[src/rtl/mems_pkg.sv]
// Shared definitions for the MEMS scan engine: SPI frame layout, scan mode
// encoding and the frame shifter state type.
package mems_pkg;

    localparam int         FRAME_W          = 24;
    localparam logic [3:0] CMD_WRITE_UPDATE = 4'h3;

    typedef enum logic {
        MODE_SAW = 1'b0,
        MODE_TRI = 1'b1
    } scan_mode_e;

    typedef enum logic [2:0] {
        ST_IDLE,
        ST_LOAD,
        ST_LEAD,
        ST_SHIFT,
        ST_TRAIL,
        ST_GAP
    } spi_state_e;

endpackage

[src/rtl/mems_spi_frame.sv]
// Single-frame SPI shifter for the MEMS DAC (CPOL=0, CPHA=1, MSB first).
// A start pulse in IDLE (or in the last GAP cycle) launches one frame;
// o_done pulses in the last GAP cycle. SCK half-period H = 2^(CLK_DIV-1).
//
// Ports:
//   i_clk, i_rst   clock, synchronous active-high reset
//   i_start        launch a frame (sampled in IDLE and in the last GAP cycle)
//   i_frame        24-bit frame word, read during LOAD
//   o_sck, o_mosi  SPI clock / data
//   o_cs           active-low chip select (forced high while i_rst is high)
//   o_done         one-cycle pulse in the final GAP cycle
//
// state    | meaning
// ---------+-----------------------------------------------------------
// ST_IDLE  | CS high, waiting for i_start
// ST_LOAD  | one cycle, shift register captures i_frame
// ST_LEAD  | CS low, SCK low, H cycles before the first bit
// ST_SHIFT | 24 bits, SCK low H then high H; MOSI updates on SCK rise
// ST_TRAIL | SCK low, CS still low, H cycles
// ST_GAP   | CS high, 2H cycles; done pulses in the last one
module mems_spi_frame
    import mems_pkg::*;
#(
    parameter int CLK_DIV = 9
) (
    input  logic               i_clk,
    input  logic               i_rst,
    input  logic               i_start,
    input  logic [FRAME_W-1:0] i_frame,
    output logic               o_sck,
    output logic               o_mosi,
    output logic               o_cs,
    output logic               o_done
);

    localparam int              H        = 1 << (CLK_DIV - 1);
    localparam int              TW       = CLK_DIV + 1;
    localparam logic [TW-1:0]   T_HALF   = TW'(H - 1);
    localparam logic [TW-1:0]   T_GAP    = TW'(2 * H - 1);
    localparam logic [4:0]      LAST_BIT = 5'(FRAME_W - 1);

    spi_state_e         r_state, w_state_nxt;
    logic [TW-1:0]      r_tmr, w_tmr_nxt;
    logic [4:0]         r_bit, w_bit_nxt;
    logic               r_phase_hi, w_phase_hi_nxt;
    logic [FRAME_W-1:0] r_shift, w_shift_nxt;
    logic               r_sck, w_sck_nxt;
    logic               r_mosi, w_mosi_nxt;
    logic               r_cs_n, w_cs_n_nxt;
    logic               w_tmr_tc;

    assign w_tmr_tc = (r_tmr == '0);

    // Output registers are driven from next-state values so that SCK/CS
    // edges line up with state entry and come straight from flops.
    always_comb begin
        w_state_nxt    = r_state;
        w_tmr_nxt      = w_tmr_tc ? '0 : r_tmr - TW'(1);
        w_bit_nxt      = r_bit;
        w_phase_hi_nxt = r_phase_hi;
        w_shift_nxt    = r_shift;
        w_sck_nxt      = r_sck;
        w_mosi_nxt     = r_mosi;
        w_cs_n_nxt     = r_cs_n;
        o_done         = 1'b0;

        case (r_state)
            ST_IDLE: begin
                if (i_start) begin
                    w_state_nxt = ST_LOAD;
                end
            end
            ST_LOAD: begin
                w_shift_nxt = i_frame;
                w_tmr_nxt   = T_HALF;
                w_cs_n_nxt  = 1'b0;
                w_state_nxt = ST_LEAD;
            end
            ST_LEAD: begin
                if (w_tmr_tc) begin
                    w_state_nxt    = ST_SHIFT;
                    w_tmr_nxt      = T_HALF;
                    w_bit_nxt      = LAST_BIT;
                    w_phase_hi_nxt = 1'b0;
                end
            end
            ST_SHIFT: begin
                if (w_tmr_tc) begin
                    w_tmr_nxt = T_HALF;
                    if (!r_phase_hi) begin
                        w_phase_hi_nxt = 1'b1;
                        w_sck_nxt      = 1'b1;
                        w_mosi_nxt     = r_shift[FRAME_W-1];
                        w_shift_nxt    = {r_shift[FRAME_W-2:0], 1'b0};
                    end else begin
                        w_phase_hi_nxt = 1'b0;
                        w_sck_nxt      = 1'b0;
                        if (r_bit == '0) begin
                            w_state_nxt = ST_TRAIL;
                        end else begin
                            w_bit_nxt = r_bit - 5'd1;
                        end
                    end
                end
            end
            ST_TRAIL: begin
                if (w_tmr_tc) begin
                    w_state_nxt = ST_GAP;
                    w_tmr_nxt   = T_GAP;
                    w_cs_n_nxt  = 1'b1;
                    w_mosi_nxt  = 1'b0;
                end
            end
            ST_GAP: begin
                if (w_tmr_tc) begin
                    o_done      = 1'b1;
                    w_state_nxt = i_start ? ST_LOAD : ST_IDLE;
                end
            end
            default: begin
                w_state_nxt = ST_IDLE;
            end
        endcase
    end

    always_ff @(posedge i_clk) begin
        if (i_rst) begin
            r_state    <= ST_IDLE;
            r_tmr      <= '0;
            r_bit      <= '0;
            r_phase_hi <= 1'b0;
            r_shift    <= '0;
            r_sck      <= 1'b0;
            r_mosi     <= 1'b0;
            r_cs_n     <= 1'b1;
        end else begin
            r_state    <= w_state_nxt;
            r_tmr      <= w_tmr_nxt;
            r_bit      <= w_bit_nxt;
            r_phase_hi <= w_phase_hi_nxt;
            r_shift    <= w_shift_nxt;
            r_sck      <= w_sck_nxt;
            r_mosi     <= w_mosi_nxt;
            r_cs_n     <= w_cs_n_nxt;
        end
    end

    assign o_sck  = r_sck;
    assign o_mosi = r_mosi;
    // Chip select releases combinationally on reset so the DAC sees the
    // frame aborted without waiting for a clock edge.
    assign o_cs   = r_cs_n | i_rst;

endmodule

[src/rtl/mems_scan_engine.sv]
// Multi-axis MEMS scan engine: per-channel sawtooth/triangle phase
// accumulators, update-tick generation, channel sequencing onto a shared
// SPI DAC link, and the free-running MEMS filter clock.
//
// Ports:
//   i_clk, i_rst    clock, synchronous active-high reset
//   i_enable        1 = ticks are generated
//   i_mode          0 = sawtooth, 1 = triangle (all channels)
//   i_step          per-channel phase increment, channel 0 in the LSBs
//   i_tick_div      update period in clk cycles (0 behaves as 1)
//   o_sck, o_mosi   SPI clock / data
//   o_cs            active-low DAC chip select
//   o_fclk          MEMS filter clock, period 2*FCLK_DIV
//   o_busy          tick in progress
//   o_frame_done    pulse when all channels of a tick are sent
//   o_overrun       pulse when a tick is dropped because busy
module mems_scan_engine
    import mems_pkg::*;
#(
    parameter int CHANNELS = 2,
    parameter int DATA_W   = 16,
    parameter int CLK_DIV  = 9,
    parameter int FCLK_DIV = 5000
) (
    input  logic                       i_clk,
    input  logic                       i_rst,
    input  logic                       i_enable,
    input  logic                       i_mode,
    input  logic [CHANNELS*DATA_W-1:0] i_step,
    input  logic [15:0]                i_tick_div,
    output logic                       o_sck,
    output logic                       o_mosi,
    output logic                       o_cs,
    output logic                       o_fclk,
    output logic                       o_busy,
    output logic                       o_frame_done,
    output logic                       o_overrun
);

    localparam int                CW     = (CHANNELS > 1) ? $clog2(CHANNELS) : 1;
    localparam int                FW     = (FCLK_DIV > 1) ? $clog2(FCLK_DIV) : 1;
    localparam logic [FW-1:0]     F_LOAD = FW'(FCLK_DIV - 1);
    localparam logic [DATA_W-1:0] PH_MAX = '1;

    logic [15:0]        r_tick_cnt;
    logic [15:0]        w_tdiv;
    logic               w_tick;

    logic [DATA_W-1:0]  r_phase  [CHANNELS];
    logic [DATA_W-1:0]  r_sample [CHANNELS];
    logic [CHANNELS-1:0] r_dir;
    logic [DATA_W-1:0]  w_step      [CHANNELS];
    logic [DATA_W:0]    w_sum       [CHANNELS];
    logic [DATA_W-1:0]  w_phase_nxt [CHANNELS];
    logic [CHANNELS-1:0] w_dir_nxt;

    logic               r_busy;
    logic               r_first;
    logic [CW-1:0]      r_chan;
    logic [CW-1:0]      w_next_chan;
    logic               w_last;
    logic               w_start;
    logic               w_done;
    logic [15:0]        w_word;
    logic [FRAME_W-1:0] w_frame;
    logic               r_frame_done;
    logic               r_overrun;

    logic [FW-1:0]      r_fclk_cnt;
    logic               r_fclk;

    assign w_tdiv = (i_tick_div == 16'd0) ? 16'd1 : i_tick_div;
    // >= rather than == so lowering tick_div mid-count still wraps promptly.
    assign w_tick = i_enable && (r_tick_cnt >= (w_tdiv - 16'd1));

    always_ff @(posedge i_clk) begin
        if (i_rst || !i_enable || w_tick) begin
            r_tick_cnt <= '0;
        end else begin
            r_tick_cnt <= r_tick_cnt + 16'd1;
        end
    end

    // Phase update; r_dir = 1 means the triangle is descending.
    always_comb begin
        for (int c = 0; c < CHANNELS; c++) begin
            w_step[c]      = i_step[c*DATA_W +: DATA_W];
            w_sum[c]       = {1'b0, r_phase[c]} + {1'b0, w_step[c]};
            w_phase_nxt[c] = r_phase[c];
            w_dir_nxt[c]   = r_dir[c];
            if (scan_mode_e'(i_mode) == MODE_SAW) begin
                w_phase_nxt[c] = w_sum[c][DATA_W-1:0];
            end else if (!r_dir[c]) begin
                if (w_sum[c] >= {1'b0, PH_MAX}) begin
                    w_phase_nxt[c] = PH_MAX;
                    w_dir_nxt[c]   = 1'b1;
                end else begin
                    w_phase_nxt[c] = w_sum[c][DATA_W-1:0];
                end
            end else begin
                if (r_phase[c] <= w_step[c]) begin
                    w_phase_nxt[c] = '0;
                    w_dir_nxt[c]   = 1'b0;
                end else begin
                    w_phase_nxt[c] = r_phase[c] - w_step[c];
                end
            end
        end
    end

    assign w_last      = (r_chan == CW'(CHANNELS - 1));
    assign w_next_chan = r_first ? '0 : r_chan + CW'(1);
    // The first channel launches from IDLE one cycle after tick acceptance;
    // later channels chain straight out of the previous GAP.
    assign w_start     = r_first | (w_done & ~w_last);
    assign w_word      = 16'(r_sample[r_chan]) << (16 - DATA_W);
    assign w_frame     = {CMD_WRITE_UPDATE, 4'(r_chan), w_word};

    always_ff @(posedge i_clk) begin
        if (i_rst) begin
            r_busy       <= 1'b0;
            r_first      <= 1'b0;
            r_chan       <= '0;
            r_frame_done <= 1'b0;
            r_overrun    <= 1'b0;
            r_dir        <= '0;
            for (int c = 0; c < CHANNELS; c++) begin
                r_phase[c]  <= '0;
                r_sample[c] <= '0;
            end
        end else begin
            r_frame_done <= 1'b0;
            r_overrun    <= 1'b0;
            if (w_tick) begin
                if (r_busy) begin
                    r_overrun <= 1'b1;
                end else begin
                    r_busy  <= 1'b1;
                    r_first <= 1'b1;
                    for (int c = 0; c < CHANNELS; c++) begin
                        r_sample[c] <= r_phase[c];
                    end
                end
            end
            if (w_start) begin
                r_first <= 1'b0;
                r_chan  <= w_next_chan;
            end
            if (w_done && w_last) begin
                r_busy       <= 1'b0;
                r_frame_done <= 1'b1;
                r_dir        <= w_dir_nxt;
                for (int c = 0; c < CHANNELS; c++) begin
                    r_phase[c] <= w_phase_nxt[c];
                end
            end
        end
    end

    mems_spi_frame #(
        .CLK_DIV (CLK_DIV)
    ) u_spi_frame (
        .i_clk   (i_clk),
        .i_rst   (i_rst),
        .i_start (w_start),
        .i_frame (w_frame),
        .o_sck   (o_sck),
        .o_mosi  (o_mosi),
        .o_cs    (o_cs),
        .o_done  (w_done)
    );

    // Loading FCLK_DIV-1 in reset puts the first rising edge exactly
    // FCLK_DIV cycles after reset release.
    always_ff @(posedge i_clk) begin
        if (i_rst) begin
            r_fclk_cnt <= F_LOAD;
            r_fclk     <= 1'b0;
        end else if (r_fclk_cnt == '0) begin
            r_fclk_cnt <= F_LOAD;
            r_fclk     <= ~r_fclk;
        end else begin
            r_fclk_cnt <= r_fclk_cnt - FW'(1);
        end
    end

    assign o_fclk       = r_fclk;
    assign o_busy       = r_busy;
    assign o_frame_done = r_frame_done;
    assign o_overrun    = r_overrun;

endmodule

[config.mk]
export PLATFORM = sky130hd
export DESIGN_NAME = mems_scan_engine
export DESIGN_NICKNAME = d
export VERILOG_FILES = /design/src/rtl/mems_pkg.sv /design/src/rtl/mems_spi_frame.sv /design/src/rtl/mems_scan_engine.sv
export SDC_FILE = /design/constraint.sdc
export NUM_CORES = 1
export LEC_CHECK = 0
export CAP_MARGIN = 20
export CORE_ASPECT_RATIO = 1.25
export CORE_UTILIZATION = 34
export CTS_CLUSTER_DIAMETER = 200
export CTS_CLUSTER_SIZE = 14
export DETAILED_ROUTE_END_ITERATION = 16
export PLACE_DENSITY_LB_ADDON = 0.2
export SLEW_MARGIN = 20
export SYNTH_ARGS = -nofsm -noshare
export SYNTH_HDL_FRONTEND = slang
export SYNTH_SLANG_ARGS = --single-unit
[constraint.sdc]
create_clock -name i_clk -period 12.2 [get_ports i_clk]
set_clock_uncertainty 0.05 [all_clocks]
set_input_delay 2.44 -clock i_clk [delete_from_list [all_inputs] [get_ports i_clk]]
set_output_delay 2.44 -clock i_clk [all_outputs]
set_load 0.005 [all_outputs]
# Yosys cells after proc, flatten, opt, wreduce, memory -nomap -nowiden
# Memories as Yosys holds them, arrays and structs flattened. A register that Yosys moved wholly into a read port is not among the register bits.
# Cells that the tools add are included.
[totals]
mem_bits_rw = 64
reg_bits = 83
word_cells = 151
mem_count = 2
out_inout_bits = 7
[classes]
eq_ne = 14
bitwise_logic = 11
n_addsub = 10
n_reduce_logical = 28
magnitude_cmp = 5
mux = 64
[mem_list]
columns = ["name", "words", "word_bits", "read_ports", "rd_clocked_by_memory_dff", "wr", "line_no", "source"]
rows = [
  ["r_phase", 2, 16, 2, 0, 2, "mems_scan_engine.sv:49", "logic [DATA_W-1:0] r_phase [CHANNELS];"],
  ["r_sample", 2, 16, 1, 1, 2, "mems_scan_engine.sv:50", "logic [DATA_W-1:0] r_sample [CHANNELS];"],
]
[ops]
columns = ["op", "count"]
rows = [
  ["$mux 16", 13],
  ["$mux 24", 2],
  ["$pmux 24 s2", 1],
  ["$add 16x16->17", 2],
  ["$ge 17x16->1 const B", 2],
  ["$le 16x16->1", 2],
  ["$sub 16x16->16", 2],
  ["$mux 10", 3],
  ["$pmux 10 s3", 1],
  ["$mux 1", 28],
  ["$mux 3", 7],
  ["$mux 5", 4],
  ["$pmux 3 s6", 1],
  ["$add 16x1->16 const B", 1],
  ["$ge 16x16->1", 1],
  ["$logic_not 16->1", 1],
  ["$sub 16x1->16 const B", 1],
  ["$ne 2x1->1 const B", 7],
  ["$logic_not 13->1", 1],
  ["$sub 13x1->13 const B", 1],
  ["$logic_not 10->1", 1],
  ["$pmux 5 s2", 1],
  ["$reduce_or 2->1", 5],
  ["$sub 10x1->10 const B", 1],
  ["other kinds (21)", 43],
]

# Logic depth before layout (Yosys ltp)
[logic_depth]
word_depth = 9
ltp_mapped = 17
mapped_depth_nobuf = 16

# Cells and area by module
# Synthesis repeated with hierarchy kept, for this count alone.
[hier_totals]
cells_unflattened = 1264
hier_area_um2 = 11159.5
[modules_own_cells]
columns = ["mod", "area_per_inst_um2", "cells_per_inst", "instances", "seq_area_each_um2"]
rows = [
  ["mems_scan_engine", 8805.9, 1011, 1, 2682.6],
  ["mems_spi_frame", 2353.5, 253, 1, 920.9],
]

# Worst setup path before layout
# No wires, ideal clock.
[synth_path]
kind = "input port to flip-flop"
startpoint = "input port i_tick_div[2]"
endpoint = "memory r_sample[0][0], enable pin"
setup_slack_ps = 5059
arrival_ps = 6663
required_ps = 11722
n_path_buf = 0
stages = 15
path_cell_list = "or4_1 -> nor4_1 -> a31oi_1 -> ha_1 -> inv_1 -> nor2_1 -> xnor2_1 -> ha_1 -> and4_1 -> a2111oi_0 -> o21ai_0 -> o211ai_1 -> a211oi_1 -> nand2_1 -> o21bai_1"
[synth_rtl]
columns = ["element", "line_no", "source"]
rows = [
  ["start, declared", "mems_scan_engine.sv:30", "input logic [15:0] i_tick_div,"],
  ["end, declared", "mems_scan_engine.sv:50", ""],
]

==> run_results.csv <==
group,metric,value,unit
cts,cts_sinks,148,
synth,ys_warn_count,0,
drt,wire_per_inst,15.9,um
pwr,p_int,968,uW
cts,clk-insertion-delay-late,0.42,ns
timing,worst_pin_slew,0.943,ns
pwr,leakagePower,0.00477,uW
synth,syn_area_per_cell,8.44,um2
die,die_x,161,um
timing,finalHoldWorstSlack,0.350,ns
pwr,power_density,112,mW/mm2
cts,ctsHoldBuffers,0,
timing,slew_viol_final,0,
setup_path,worst_setup_path_start_kind,"primary input",
synth,syn_inst,1277,
die,ios,59,
global_routing,grt-ovfl-total,0,
finish,instances_no_fill,1711,
cts,cts_tree,"done",
die,rows,72,
drt,ant_nets,0,
pwr,clock_power_share,36.4,%
global_routing,grt_pass1_wl,45000,um
place,io_buffers,58,
synth,synth.most_common_cell,"nor2_1",
timing,max_freq,0.149,GHz
die,die_area,0.0324,mm2
place,dpl_cell_area,0.0116,mm2
synth,ys_types,79,
synth,synth-edff-count,64,
setup_path,required,12.32,ns
timing,finalSetupViolCount,0,
cts,cts-root-buf,"clkbuf_16",
global_routing,antenna_found_initial,0,
synth,async_flop_share,0,%
cts,cts_max_level,4,
place,gp_congestion,0.888,
drt,first_pass_iters,4,
setup_path,cp_max_fo,30,
finish,design_area,0.0122,mm2
synth,synth_commonest_cells,"nor2_1, a21oi_1, ha_1, dfxtp_1, inv_1",
synth,synthFlopType,"dfxtp_1",
synth,ys_ff_latch,148,
cts,post_cts.repair.setup_buffers,0,
die,coreArea,0.0311,mm2
timing,finalCriticalPeriod,6.73,ns
synth,seq_area_frac_synth,33.4,%
cts,clk_pin_slew,0.06,ns
drt,vias,9104,
synth,synth_top_area_cell,"edfxtp_1",
setup_path,cp.arrival,6.84,ns
timing,post-route-period-util,55.1,%
timing,rsz0062_at_grt,"false",
place,dp.cells,1679,
drt,wl,27300,um
die,die_y,201,um
global_routing,grt_use_total,17.1,%
pwr,switching_share,29.5,%
synth,synthTopCellsByArea,"edfxtp_1, dfxtp_1, ha_1, a21oi_1, nor2_1",
finish,syn_to_final_growth,13.1,%
drt,viasPerCell,5.32,
outcome,run_status,"finished clean",
pwr,combPwrFrac,22.7,%
drt,drtIter0Drc,484,
pwr,switchingPower,405,uW
place,hpwl,21000,um
finish,drive_above_1_share,5.67,%
global_routing,grt_max_degree,61,
cts,cts_buffers,17,
finish,final_util,39.2,%
pwr,ir_drop,0.000114,V
global_routing,grt_pass1_vias,8888,
setup_path,end_kind,"register",
cts,clockBufferDepth,2,
finish,final_nets,1433,
drt,drcViolationCount,0,
finish,diodes,0,
cts,ctsResizeCount,0,
finish,fillCellCount,3178,
synth,yosys.area.top_type_share,17.8,%
synth,synth_area,0.0108,mm2
pwr,p_seq_share,40.9,%
synth,mappedNetlistNets,1419,
die,initial_utilization,34.7,%
setup_path,criticalPathCategory,"primary input to register",
run,cap_viol_max_count,0,
hold_path,min_path_type,"register to register",
timing,setup-tns-final,0,ns
timing,hold_violations,0,
timing,relSlewSlack,36.7,%
power by group through the flow:
stage	clock (uW)	combinational, uW	sequential [uW]
floorplan	0	232	564
global placement	0	307	571
detailed placement	0	310	571
CTS	511	312	561
global route	532	349	564
finish	499	312	561
per-layer routing:
metal	global-route usage (%)	up-vias	wire, um
li1	-	4619	-
met1	21.3	4342	12400
met2	30.1	111	13800
met3	2.49	32	491
met4	5.66	0	581
met5	0	-	0
registers in the layout (all words and copies together), names as in the netlist, 2 cells and up, named ones only:
| register | cells |
|---|---|
| r_fclk_cnt | 13 |
| r_dir | 2 |
| u_spi_frame.r_state | 3 |
| u_spi_frame.r_bit | 5 |
| u_spi_frame.r_shift | 24 |
| r_sample | 32 |
| u_spi_frame.r_tmr | 10 |
| r_phase | 32 |
| r_tick_cnt | 16 |
final cells by class:
type | instances | area (um2) | area share [%]
clock inverters | 14 | 138 | 1.13
flip-flops and latches | 148 | 3600 | 29.5
clock buffers | 18 | 429 | 3.52
inverters | 79 | 297 | 2.43
repair buffers | 65 | 628 | 5.15
multi-input cells | 980 | 6590 | 54.1
well taps | 407 | 509 | 4.17
kinds of logic after synthesis:
| family | Yosys count | share of synthesized area, % |
|---|---|---|
| simple gates | 446 | 21.0 |
| mux | 17 | 1.60 |
| fa+ha+maj | 90 | 10.7 |
| xor+xnor | 76 | 6.17 |
| buf+inv | 149 | 5.52 |
| compound gates | 351 | 21.6 |
| flops | 148 | 33.4 |
cells in the final DEF, fill, tap and decap left out, types with 44 or more instances in the layout:
| master | synthesis | final |
|---|---|---|
| ha_1 | 86 | 86 |
| nor2_1 | 136 | 136 |
| o21ai_0 | 54 | 54 |
| dfxtp_1 | 84 | 84 |
| a21oi_1 | 112 | 112 |
| nand2_1 | 76 | 76 |
| inv_1 | 79 | 79 |
| clkdlybuf4s50_1 | 0 | 57 |
| edfxtp_1 | 64 | 64 |
| xnor2_1 | 44 | 44 |
metrics by stage:
step	power, uW	setup WS, ns
after detailed placement	882	5.01
after global placement	878	5.14
after CTS	1380	5.43
after global routing	1450	5.16
final	1370	5.47
after floorplan	795	5.06
path summary, 6_finish.rpt:
kind	to	start	slack (ns)	cells past startpoint
max reg2reg	r_phase[0][10]	r_phase[0][0]	8.20	13
min	r_fclk_cnt[0]	r_fclk_cnt[0]	0.35	1
max	r_sample[0][3]	i_tick_div[2]	5.47	18
min reg2reg	r_fclk_cnt[0]	r_fclk_cnt[0]	0.35	1
worst max-delay path, cell delays in order:
cell	delay (ns)
clkdlybuf4s50_1	0.47
or4_1	0.61
nor4_1	0.45
a31oi_1	0.20
ha_1	0.27
inv_1	0.09
or3_1	0.12
xor2_1	0.17
ha_1	0.26
and4_1	0.17
a2111oi_0	0.40
o21ai_0	0.17
o211ai_1	0.13
a211oi_1	0.12
nand2_1	0.24
nor3_2	0.08
buf_4	0.24
and2_1	0.18
(Power assumes the default switching activity.)
